### src/rtl/bus_mon_pkg.sv
// bus_mon_pkg: shared state encoding and index-width helper for the bus result monitor
package bus_mon_pkg;
    typedef enum logic [2:0] {IDLE, RUN, PASS, FAIL, TIMEOUT} mon_state_t;
    function automatic int idx_w(input int n);
        return (n > 1) ? $clog2(n) : 1;
    endfunction
endpackage

### src/rtl/bus_mon_if.sv
// bus_mon_if: processor-to-memory store bus as seen by the result monitor
interface bus_mon_if #(
    parameter int ADDR_W = 32,
    parameter int DATA_W = 32
);
    logic              memwrite;
    logic [ADDR_W-1:0] adr;
    logic [DATA_W-1:0] writedata;
    modport master (output memwrite, adr, writedata);
    modport slave  (input  memwrite, adr, writedata);
endinterface

### src/rtl/bus_mon_table.sv
// bus_mon_table: expected-store register file, synchronous write and combinational read
module bus_mon_table #(
    parameter int ADDR_W     = 32,
    parameter int DATA_W     = 32,
    parameter int NUM_CHECKS = 4,
    parameter int IDX_W      = 2
) (
    input  logic              clk,
    input  logic              we,
    input  logic [IDX_W-1:0]  widx,
    input  logic [ADDR_W-1:0] wadr,
    input  logic [DATA_W-1:0] wdata,
    input  logic [IDX_W-1:0]  ridx,
    output logic [ADDR_W-1:0] radr,
    output logic [DATA_W-1:0] rdata
);
    logic [ADDR_W-1:0] adr_mem  [NUM_CHECKS];
    logic [DATA_W-1:0] data_mem [NUM_CHECKS];
    always_ff @(posedge clk) begin
        if (we && int'(widx) < NUM_CHECKS) begin
            adr_mem[widx]  <= wadr;
            data_mem[widx] <= wdata;
        end
    end
    assign radr  = (int'(ridx) < NUM_CHECKS) ? adr_mem[ridx]  : '0;
    assign rdata = (int'(ridx) < NUM_CHECKS) ? data_mem[ridx] : '0;
endmodule

### src/rtl/bus_result_monitor.sv
// bus_result_monitor: ordered expected-store checker on the memory write bus with pass/timeout verdicts
// Optional BUS_MON_FAIL_ON_MISMATCH_EN: a store to the expected address with wrong data ends the run in FAIL.
module bus_result_monitor
    import bus_mon_pkg::*;
#(
    parameter int ADDR_W         = 32,
    parameter int DATA_W         = 32,
    parameter int NUM_CHECKS     = 4,
    parameter int ADR_SHIFT      = 2,
    parameter int TIMEOUT_CYCLES = 4200,
    parameter int CNT_W          = 32,
    localparam int IDX_W         = idx_w(NUM_CHECKS)
) (
    input  logic              clk,
    input  logic              reset,
    bus_mon_if.slave          bus,
    input  logic              cfg_we,
    input  logic [IDX_W-1:0]  cfg_idx,
    input  logic [ADDR_W-1:0] cfg_adr,
    input  logic [DATA_W-1:0] cfg_data,
    input  logic [IDX_W:0]    cfg_num,
    input  logic              start,
    output logic              done,
    output logic              pass,
    output logic              fail,
    output logic              timeout,
    output logic [IDX_W:0]    match_count,
    output logic [CNT_W-1:0]  cycle_count
);
    localparam int MC_W = IDX_W + 1;
    mon_state_t state, state_n;
    logic [MC_W-1:0]   num, num_n, mc_n;
    logic [CNT_W-1:0]  cc_n;
    logic [ADDR_W-1:0] exp_adr;
    logic [DATA_W-1:0] exp_data;
    logic addr_eq, data_eq, hit, miss, last, tmo;
    bus_mon_table #(
        .ADDR_W(ADDR_W), .DATA_W(DATA_W), .NUM_CHECKS(NUM_CHECKS), .IDX_W(IDX_W)
    ) u_table (
        .clk(clk), .we(cfg_we && state != RUN), .widx(cfg_idx), .wadr(cfg_adr), .wdata(cfg_data),
        .ridx(match_count[IDX_W-1:0]), .radr(exp_adr), .rdata(exp_data)
    );
    // X/Z on the bus leaves these compares unknown, so neither hit nor miss fires
    assign addr_eq = (bus.adr >> ADR_SHIFT) == exp_adr;
    assign data_eq = bus.writedata == exp_data;
    assign hit     = (bus.memwrite && addr_eq && data_eq) === 1'b1;
`ifdef BUS_MON_FAIL_ON_MISMATCH_EN
    assign miss    = (bus.memwrite && addr_eq && !data_eq) === 1'b1;
    assign fail    = state == FAIL;
`else
    assign miss    = 1'b0;
    assign fail    = 1'b0;
`endif
    assign last    = match_count + MC_W'(1) == num;
    assign tmo     = (TIMEOUT_CYCLES != 0) && (cycle_count == CNT_W'(TIMEOUT_CYCLES - 1));
    assign done    = state == PASS || state == FAIL || state == TIMEOUT;
    assign pass    = state == PASS;
    assign timeout = state == TIMEOUT;
    always_ff @(posedge clk or posedge reset) begin
        if (reset) begin
            state       <= IDLE;
            num         <= '0;
            match_count <= '0;
            cycle_count <= '0;
        end else begin
            state       <= state_n;
            num         <= num_n;
            match_count <= mc_n;
            cycle_count <= cc_n;
        end
    end
    always_comb begin
        state_n = state;
        num_n   = num;
        mc_n    = match_count;
        cc_n    = cycle_count;
        if (state != RUN) begin
            if (start) begin
                num_n   = (cfg_num > MC_W'(NUM_CHECKS)) ? MC_W'(NUM_CHECKS) : cfg_num;
                mc_n    = '0;
                cc_n    = '0;
                state_n = (cfg_num == '0) ? PASS : RUN;
            end
        end else begin
            cc_n    = cycle_count + CNT_W'(cycle_count != '1);
            mc_n    = hit ? match_count + MC_W'(1) : match_count;
            state_n = miss ? FAIL : (hit && last) ? PASS : tmo ? TIMEOUT : RUN;
        end
    end
endmodule

### src/flat_wrapper.sv
// flat-port wrapper written by rule: the top's interface ports become plain ports
module bus_result_monitor_flat import bus_mon_pkg::*;
#(
    parameter int ADDR_W         = 32,
    parameter int DATA_W         = 32,
    parameter int NUM_CHECKS     = 4,
    parameter int ADR_SHIFT      = 2,
    parameter int TIMEOUT_CYCLES = 4200,
    parameter int CNT_W          = 32,
    localparam int IDX_W         = idx_w(NUM_CHECKS)
)
  (clk, reset, cfg_we, cfg_idx, cfg_adr, cfg_data, cfg_num, start, done, pass, fail, timeout, match_count, cycle_count, bus_memwrite, bus_adr, bus_writedata);
  bus_mon_if #(.ADDR_W(ADDR_W), .DATA_W(DATA_W)) bus_i ();
  input  logic clk;
  input  logic reset;
  input  logic cfg_we;
  input  logic [IDX_W-1:0] cfg_idx;
  input  logic [ADDR_W-1:0] cfg_adr;
  input  logic [DATA_W-1:0] cfg_data;
  input  logic [IDX_W:0] cfg_num;
  input  logic start;
  output logic done;
  output logic pass;
  output logic fail;
  output logic timeout;
  output logic [IDX_W:0] match_count;
  output logic [CNT_W-1:0] cycle_count;
  input wire logic [$bits(bus_i.memwrite)-1:0] bus_memwrite;
  input wire logic [$bits(bus_i.adr)-1:0] bus_adr;
  input wire logic [$bits(bus_i.writedata)-1:0] bus_writedata;
  assign bus_i.memwrite = bus_memwrite;
  assign bus_i.adr = bus_adr;
  assign bus_i.writedata = bus_writedata;
  bus_result_monitor #(.ADDR_W(ADDR_W), .DATA_W(DATA_W), .NUM_CHECKS(NUM_CHECKS), .ADR_SHIFT(ADR_SHIFT), .TIMEOUT_CYCLES(TIMEOUT_CYCLES), .CNT_W(CNT_W)) u_core (.clk(clk), .reset(reset), .bus(bus_i), .cfg_we(cfg_we), .cfg_idx(cfg_idx), .cfg_adr(cfg_adr), .cfg_data(cfg_data), .cfg_num(cfg_num), .start(start), .done(done), .pass(pass), .fail(fail), .timeout(timeout), .match_count(match_count), .cycle_count(cycle_count));
endmodule
### config.mk
export PLATFORM = sky130hd
export DESIGN_NAME = bus_result_monitor_flat
export DESIGN_NICKNAME = d
export VERILOG_FILES = /design/src/rtl/bus_mon_pkg.sv /design/src/rtl/bus_mon_if.sv /design/src/rtl/bus_mon_table.sv /design/src/rtl/bus_result_monitor.sv /design/src/flat_wrapper.sv
export SDC_FILE = /design/constraint.sdc
export NUM_CORES = 1
export LEC_CHECK = 0
export CELL_PAD_IN_SITES_DETAIL_PLACEMENT = 1
export CELL_PAD_IN_SITES_GLOBAL_PLACEMENT = 1
export CORE_AREA = 2 2 205 207
export DETAILED_ROUTE_END_ITERATION = 12
export DIE_AREA = 0 0 207 209
export GPL_ROUTABILITY_DRIVEN = 0
export GPL_TIMING_DRIVEN = 0
export PLACE_DENSITY = 0.59
export REMOVE_ABC_BUFFERS = 1
export SYNTH_ARGS = -nofsm -noshare
export SYNTH_HDL_FRONTEND = slang
export SYNTH_HIERARCHICAL = 1
export SYNTH_SLANG_ARGS = --single-unit
### constraint.sdc
create_clock -name clk -period 6.4 [get_ports clk]
set_clock_uncertainty 0.05 [all_clocks]
set_input_delay 1.28 -clock clk [delete_from_list [all_inputs] [get_ports clk]]
set_output_delay 1.28 -clock clk [all_outputs]
set_load 0.1 [all_outputs]
==> flow_results.org, run 1 <==
** Placement
- Buffers placed on the I/O ports in this run total between 150 and 200.
- HPWL Detailed :: 19.1 mm
- Placed instance count :: 1354

** Pwr
- Sequential share of power :: 44.9%
- Power per cell area :: 315 nW/um^2
- Clock Power Share :: between 40% and 50%
- Of the total power, the share spent switching nets is 26.9%.
- Peak VDD IR :: 229 uV
- Cell leakage power :: 0.00506 uW
- After layout, the design draws a total of between 4000 and 5000 uW.
- The analysis attributes to net switching a power of 1340 uW.
- In this run, the combinational gates consume 13.9% of the power.
- The internal power of the cells totals 3640 uW.

** STA
- In the finished design, the share of the clock period the worst path needs comes to between 60% and 70%.
- The worst path in the final design needs a cycle of 4.37 ns, including I/O delays and setup.
- Worst slew margin relative to its limit :: around 23%
- Final total negative setup slack :: 0 ns
- Final worst hold slack :: 0.451 ns
- At the pin with the least slew margin, the transition time is 1.16 ns.
- The number of pins exceeding their max-slew limit in the final report is 0.
- Static timing analysis puts the maximum clock frequency at 229 MHz.
- Setup violations remaining at the end of the flow were counted as 0.
- Setup repair after global routing left no endpoint under its margin.
- Total count of hold-check failures in the final report :: 0

** Cells and area
- Final nets :: ~990
- Non-Filler Instances :: between 1000 and 1500
- Once layout is complete, the utilization of the core stands at 38.3%.
- The post-route netlist has 15.6% of its cells at a drive strength greater than 1.
- Area delta synth->final :: 30.2%

** Die
- The total area inside the core boundary comes to 41300 um^2.
- The die covers 43300 um^2.
- Row count :: 75
- Die Span X :: 207 um
- Once the floorplan was initialized, standard cells occupied between 20% and 30% of the core.
- Die height :: 209 um
- 177 I/O pins were placed.

** Synth
- Adder and majority cell fraction of the synthesized area :: 0.309%
- Post-synthesis cell area :: between 10000 and 15000 um^2
- Synthesized-area fraction occupied by and/or/nand/nor cells :: 6.10%
- Synth Area in Compound Gates :: 2.15%
- Yosys mapped the design onto 46 distinct sky130hd cell types.
- Number of enable flip-flop cells after synthesis :: 256
- For this run, the register share of the synthesized area comes to 71.7%.
- Yosys printed 6 warnings.
- Multiplexer share of the synthesized area :: 13.0%
- Counting every instance in the synthesized netlist gives about 650.
- Of the total synthesized cell area, the portion taken by XOR and XNOR cells is between 4 and 5%.
- Number of synthesized register bits :: 297
- A synthesized cell averages 18.8 um^2.
- Combinational family with the most area after synthesis :: multiplexers
- For this run, the leading register cell type out of synthesis is sky130_fd_sc_hd__edfxtp_1.
- Share of synthesized registers carrying an async set or reset :: between 10% and 20%

** CTS
- For the worst-skew pair, the clock arrives at the later sink with an insertion delay of approximately 0.54 ns.
- Once the clock tree was built, the setup fixing pass inserted 0 buffers.
- Count of cells resized by post-cts repair :: 0
- The root buffer cell chosen for the clock tree is sky130_fd_sc_hd__clkbuf_16.
- In this run the number of H-tree levels came out at 2.
- In this run, CTS created clock tree buffers numbering 36.
- TritonCTS built the clock tree.
- The longest clock path from root to sink contains 3 buffers.
- Num Clock Sinks :: about 300
- Post-CTS Hold Fix Bufs :: 0
- After clock tree synthesis, the clock-pin slew on the worst setup and hold paths is 0.06 ns.

** Drt
- Vias :: about 6700
- The first detailed-routing pass took 7 iterations.
- The final layout contains routed wiring with a total length of 29.2 mm.
- Number of vias per cell :: roughly 4.7
- After detailed routing, the number of remaining DRC violations is 0.
- Violation count after the first detailed-routing iteration :: 255
- Avg WL per Cell :: 20.6 um
- Number of nets still failing antenna checks after routing :: 0

** Setup path
- Maximum fanout count along the critical path :: 36
- STA puts the critical path data required time at 5.07 ns.
- Critical path class :: flop to output pin
- Sort of element at the end of the critical path :: output pin
- CP arrival :: 3.04 ns
- STA classifies the critical path startpoint as a flop.

** Job
- Max cap viols :: 0

** GRT
- Global routing consumed, over all layers together, 13.7% of the routing resources.
- Pin count of the biggest net entering global routing :: 47
- The first global-routing pass estimated 45.0 mm of wire.
- Global-route congestion overflow total :: 0
- The number of global-route vias before repair is 7424.
- The number of antenna violations at the first check in global routing was 6.

** Outcome
- The flow ran to the end, and the final reports show no timing, DRC or antenna violations.

** Worst hold path
- Worst Hold Class :: flop to flop
## layout make-up
class	count	area (um^2)
inverters	8	30.0
diodes	4	10.0
repair buffers	187	1980
multi-input cells	323	3230
well taps	539	674
flip-flops and latches	297	8720
clock inverters	17	216
clock buffers	46	960
fillers	4175	25500
## worst max-delay path: stages, from the launching register on
cell	delay (ns)
sky130_fd_sc_hd__dfrtp_4	0.90
sky130_fd_sc_hd__buf_16	0.36
sky130_fd_sc_hd__clkdlybuf4s50_1	1.20
## cell usage in the layout, fill, tap and decap left out, types with 6 or more instances in the layout
cell type,instances
sky130_fd_sc_hd__buf_6,6
sky130_fd_sc_hd__o31ai_1,6
sky130_fd_sc_hd__o21ai_0,20
sky130_fd_sc_hd__nand3_1,27
sky130_fd_sc_hd__nand4_1,23
sky130_fd_sc_hd__xnor2_1,65
sky130_fd_sc_hd__nor3_1,9
sky130_fd_sc_hd__nor4_1,10
sky130_fd_sc_hd__clkbuf_16,37
sky130_fd_sc_hd__clkbuf_1,9
sky130_fd_sc_hd__nor2_1,11
sky130_fd_sc_hd__nand2_1,32
sky130_fd_sc_hd__mux4_2,60
sky130_fd_sc_hd__edfxtp_1,256
sky130_fd_sc_hd__clkdlybuf4s50_1,173
sky130_fd_sc_hd__o211ai_1,7
sky130_fd_sc_hd__dfrtp_1,39
sky130_fd_sc_hd__clkinv_1,6
sky130_fd_sc_hd__mux2i_1,11
sky130_fd_sc_hd__inv_1,7
## through the flow
stage	setup slack (ns)	area [um^2]
after floorplan	-0.400	12000
after global placement	-5.92	14400
after detailed placement	2.07	14600
after CTS	1.91	15800
after global routing	1.84	15800
final	2.03	15800
## power groups by stage
stage          clock, uW  sequential, uW  combinational, uW
2_1_floorplan          0            2570                145
3_3_place_gp           0            2280                687
3_5_place_dp           0            2280                701
4_1_cts             2120            2240                703
5_1_grt             2180            2250                730
6_report            2050            2240                695
## final timing paths
path                                                    from                                 end  slack (ns)  depth (start not counted)
max                        u_core/match_count[0]$_DFFE_PP0P_                      match_count[0]        2.03                          2
min                                u_core/num[0]$_DFFE_PP0P_           u_core/num[0]$_DFFE_PP0P_        0.45                          2
max reg2reg                u_core/match_count[0]$_DFFE_PP0P_   u_core/match_count[2]$_DFFE_PP0P_        2.20                          8
min reg2reg                        u_core/num[0]$_DFFE_PP0P_           u_core/num[0]$_DFFE_PP0P_        0.45                          2
max in group asynchronous                              reset  u_core/cycle_count[18]$_DFFE_PP0P_        4.88                          3
min in group asynchronous                              reset         u_core/state[0]$_DFFE_PP0P_        0.95                          2
## cell families after synthesis
kind of cell / count (synthesis)
buf+inv: 28
fa+ha+maj: 3
other cells: 1
compound gates: 42
mux: 76
xor+xnor: 67
flops: 297
simple gates: 134
## sequential cells by signal, summed over array words and instances (netlist names)
signal                   flops
u_core/u_table/adr_mem     128
u_core/cycle_count          32
u_core/state                 3
u_core/num                   3
u_core/u_table/data_mem    128
u_core/match_count           3
## synthesized netlist by cell type, types with 2 or more instances
master	number	area (um^2)
sky130_fd_sc_hd__a21oi_1	4	20.0
sky130_fd_sc_hd__and3_1	2	12.5
sky130_fd_sc_hd__and3b_1	2	17.5
sky130_fd_sc_hd__and4_1	3	26.3
sky130_fd_sc_hd__buf_12	6	120
sky130_fd_sc_hd__buf_2	6	30.0
sky130_fd_sc_hd__buf_6	2	22.5
sky130_fd_sc_hd__clkbuf_1	4	15.0
sky130_fd_sc_hd__dfrtp_1	41	1030
sky130_fd_sc_hd__edfxtp_1	256	7690
sky130_fd_sc_hd__ha_1	3	37.5
sky130_fd_sc_hd__inv_1	8	30.0
sky130_fd_sc_hd__mux2i_1	11	110
sky130_fd_sc_hd__mux4_1	4	105
sky130_fd_sc_hd__mux4_2	60	1350
sky130_fd_sc_hd__nand2_1	32	120
sky130_fd_sc_hd__nand2b_1	2	12.5
sky130_fd_sc_hd__nand3_1	27	135
sky130_fd_sc_hd__nand4_1	23	144
sky130_fd_sc_hd__nor2_1	11	41.3
sky130_fd_sc_hd__nor3_1	9	45.0
sky130_fd_sc_hd__nor3b_1	3	22.5
sky130_fd_sc_hd__nor4_1	10	62.6
sky130_fd_sc_hd__o211ai_1	7	52.6
sky130_fd_sc_hd__o21ai_0	20	100
sky130_fd_sc_hd__o31ai_1	6	45.0
sky130_fd_sc_hd__or4_1	2	15.0
sky130_fd_sc_hd__xnor2_1	65	569
sky130_fd_sc_hd__xor2_1	2	17.5
## routing by layer
metal / track usage (%) / vias to the layer above / part of all wire (%)
met5: 0 / - / 0.10
met4: 4.61 / 4 / 2.1
met3: 3.88 / 42 / 6.0
met2: 23.0 / 159 / 49
met1: 17.0 / 3439 / 43
li1: - / 3040 / -
Note: power is estimated with default switching activity, not from simulation.
==> inputs of run 2 (changes only) <==
Settings changed: PLACE_DENSITY 0.59 to 0.57.
Clock period 6.4 ns to 4.3 ns, I/O delays scaled along.
==> run 2 against run 1 <==
  * Die area stayed put
  * Sequential share of layout area is 0.26 points higher
  * Final cell count is 0.35% lower
  * Via count is 0.39% lower
  * Design area is 0.47% lower
  * Total power is 44% higher
  * Sequential power is 49% higher
  * First-iteration DRC count is 9.4% lower
  * Critical path depth is 6 higher
  * Core utilization is 0.18 points lower
  * Global-route usage is 0.11 points lower
  * Clock power is 37% higher
  * Highest routed layer unchanged
==> flow_results.org, run 2 (synthesized netlist as in run 1, its figures left out) <==
** Die
- Core Footprint :: a little over 40000 um^2
- In this run the core area contains between 70 and 80 standard-cell rows.
- DIE AREA :: between 40000 and 50000 um^2
- Die Span X :: 207 um
- The initial utilization of the core area, before any placement, comes to 29.4%.
- In this run the vertical extent of the chip is between 200 and 250 um.
- I/O pin cnt :: roughly 180

** Placement
- HPWL Detailed :: 19.0 mm
- The number of placed instances, taps included, is 1355.
- Summing all placed instances gives a cell area of 14600 um^2.
- I/O Buffers :: 173

** STA
- Count of final max-slew check failures :: 0
- Setup repair after global routing missed its margin :: no
- The worst path uses 88.9% of the clock period.
- Total count of hold-check failures in the final report :: 0
- Highest clock frequency the design can meet :: 262 MHz
- For the finished layout, the period the worst path requires is between 3 and 4 ns.
- Hold timing on the final database bottoms out at a slack of 0.474 ns.
- Setup violations remaining at the end of the flow were counted as 0.
- Worst slew pin tran :: roughly 1.3 ns
- Worst slew margin relative to its limit :: 15.1%

** Pwr
- Clock Power Share :: 39.1%
- Cell internal power was estimated by the tool at 5240 uW.
- Sequential share of power :: a little under half
- The worst-case IR drop observed on VDD is 387 uV.
- Power per cell area :: 455 nW/um^2
- Logic gate share of total power :: 14.5%
- In this run switching power makes up 26.9% of total power.
- The design draws slightly above 7000 uW.
- Cell leakage power :: approximately 0.0050 uW
- For this design the total switching power over the nets is 1930 uW.

** Cells and area
- Fill cells in the final layout number 4131.
- In the final layout, the share of cells above drive strength 1 is 15.4%.
- Largest registers ranked by flip-flop count :: u_core/u_table/adr_mem (128), u_core/u_table/data_mem (128), u_core/cycle_count (32)
- Non-Filler Instances :: 1416
- Most common library cell in the layout ignoring fill and taps :: sky130_fd_sc_hd__edfxtp_1
- Final design area excluding fillers :: 15700 um^2
- For this run, the post-layout net count is 996.
- Commonest cells after routing, fill and taps aside :: sky130_fd_sc_hd__edfxtp_1 (256), sky130_fd_sc_hd__clkdlybuf4s50_1 (173), sky130_fd_sc_hd__xnor2_1 (65)
- The area growth from synthesis to layout is 29.5%.
- Cells fill 38.1% of the core in the end.

** GRT
- The number of antenna violations at the first check in global routing was 4.
- The total overflow left after global routing is 0.
- The number of global-route vias before repair came to 7325.
- Global-route wire length before repair :: 44.5 mm
- Global-route total usage across every layer :: 13.6%
- Entering global routing, the biggest net connects 49 pins.

** Drt
- In the routed layout, each cell is associated on average with a via count of around 4.7.
- Violation count after the first detailed-routing iteration :: 231
- Avg WL per Cell :: 20.6 um
- Detailed-route wire length :: 29.1 mm
- In this run the remaining antenna-violating nets after routing total 0.
- Number of design rule violations left after detail routing :: 0
- Vias :: 6658
- Number of optimization iterations in the first detailed-route pass :: 5

** Setup path
- In this run the worst path has a maximum fanout of 34.
- Critical path class :: flop to flop
- Startpoint of the worst register-to-register path :: u_core/match_count[0]$_DFFE_PP0P_
- Startpoint type of the worst setup path :: flop
- R2r endpoint :: u_core/match_count[2]$_DFFE_PP0P_
- CP arrival :: 4.23 ns
- Critical path required time :: 4.71 ns
- Setup slack on the worst reg-to-reg path comes out at 0.48 ns.
- The worst setup path is captured at a flop.
- The worst register-to-register path has a depth of 8.

** CTS
- The clock drives just under 300 sinks.
- Buffer depth of the longest clock path :: 3
- H-Tree Depth :: 2
- The cell sitting at the root of the clock tree is a sky130_fd_sc_hd__clkbuf_16.
- Clock insertion delay at the later pin of the skew report :: 0.53 ns
- TritonCTS built the clock tree.
- Number of buffers inserted during clock tree synthesis :: 36
- After clock tree synthesis, the clock-pin slew on the worst setup and hold paths is 0.05 ns.
- Count of cells resized by post-cts repair :: 0

** Job
- Max cap viols :: 0

** Outcome
- Outcome :: complete, no violations

** Worst hold path
- Endpoint of the worst hold path :: u_core/num[1]$_DFFE_PP0P_
- Counting instances, the worst hold path has a depth of 2.
- Worst hold path startpoint :: u_core/num[1]$_DFFE_PP0P_
- Worst Hold Class :: flop to flop
[run 2: cell count changes in the layout (fill, tap and decap cells not counted), sizes merged]
cell	change
buf	+2
bufinv	-4
clkbuf	+5
clkinv	-4
clkinvlp	-1
diode	-1
inv	-2
[run 2: how the worst max path moves through the flow]
stage	start	endpoint	slack, ns	cells after the start
2_1_floorplan	cfg_we	u_core/u_table/adr_mem[0][0]$_DFFE_PP_	-2.08	2
3_3_place_gp	cfg_we	u_core/u_table/adr_mem[0][9]$_DFFE_PP_	-7.83	3
3_5_place_dp	u_core/match_count[0]$_DFFE_PP0P_	u_core/match_count[2]$_DFFE_PP0P_	0.09	8
4_1_cts	u_core/match_count[0]$_DFFE_PP0P_	u_core/match_count[2]$_DFFE_PP0P_	0.09	8
5_1_grt	u_core/match_count[0]$_DFFE_PP0P_	u_core/match_count[2]$_DFFE_PP0P_	0.03	8
6_report	u_core/match_count[0]$_DFFE_PP0P_	u_core/match_count[2]$_DFFE_PP0P_	0.48	8
[run 2: per-stage QoR]
| step | TNS [ns] | worst slack [ns] |
|---|---|---|
| after floorplan | -138.48 | -2.08 |
| after global placement | -706.33 | -7.83 |
| after detailed placement | 0 | 0.0927 |
| after CTS | 0 | 0.0928 |
| after global routing | 0 | 0.0349 |
| final | 0 | 0.478 |
[run 2: what timing repair did]
item                                    4_1_cts  5_1_grt
hold buffers                                  0        0
buffers inserted                              0        1
endpoints found under the setup margin        0        6
[run 2: final cells by class]
cell class | instances | area [um^2] | share of cell area, %
Antenna cell | 3 | 7.51 | 0.0477
Clock inverter | 6 | 56.3 | 0.358
Multi-Input combinational cell | 323 | 3230 | 20.5
Tap cell | 539 | 674 | 4.28
Inverter | 8 | 30.0 | 0.191
Timing Repair Buffer | 189 | 2010 | 12.7
Sequential cell | 297 | 8720 | 55.4
Clock buffer | 51 | 1020 | 6.48
[run 2: routing by layer]
| metal | global-route usage, % | up-vias | part of all wire, % |
|---|---|---|---|
| li1 | - | 3029 | - |
| met1 | 17.2 | 3418 | 43 |
| met4 | 3.77 | 4 | 2.2 |
| met2 | 22.4 | 155 | 48 |
| met5 | 0 | - | 0.096 |
| met3 | 4.27 | 52 | 6.3 |
[run 2: power groups by stage]
stage	registers (uW)	clock network, uW	logic, uW
after floorplan	3830	0	215
final	3330	2800	1040
after detailed placement	3390	0	1050
after global routing	3350	3010	1090
after CTS	3330	2910	1050
after global placement	3400	0	1030
[run 2: worst max-delay path, cell delays in order (launching register included)]
cell	delay [ns]
sky130_fd_sc_hd__dfrtp_4	0.76
sky130_fd_sc_hd__buf_16	0.33
sky130_fd_sc_hd__mux4_1	0.60
sky130_fd_sc_hd__nor3b_1	0.28
sky130_fd_sc_hd__nand4_1	0.13
sky130_fd_sc_hd__nor4_1	0.56
sky130_fd_sc_hd__nand4_1	0.42
sky130_fd_sc_hd__or4_1	0.51
sky130_fd_sc_hd__nand3_1	0.09
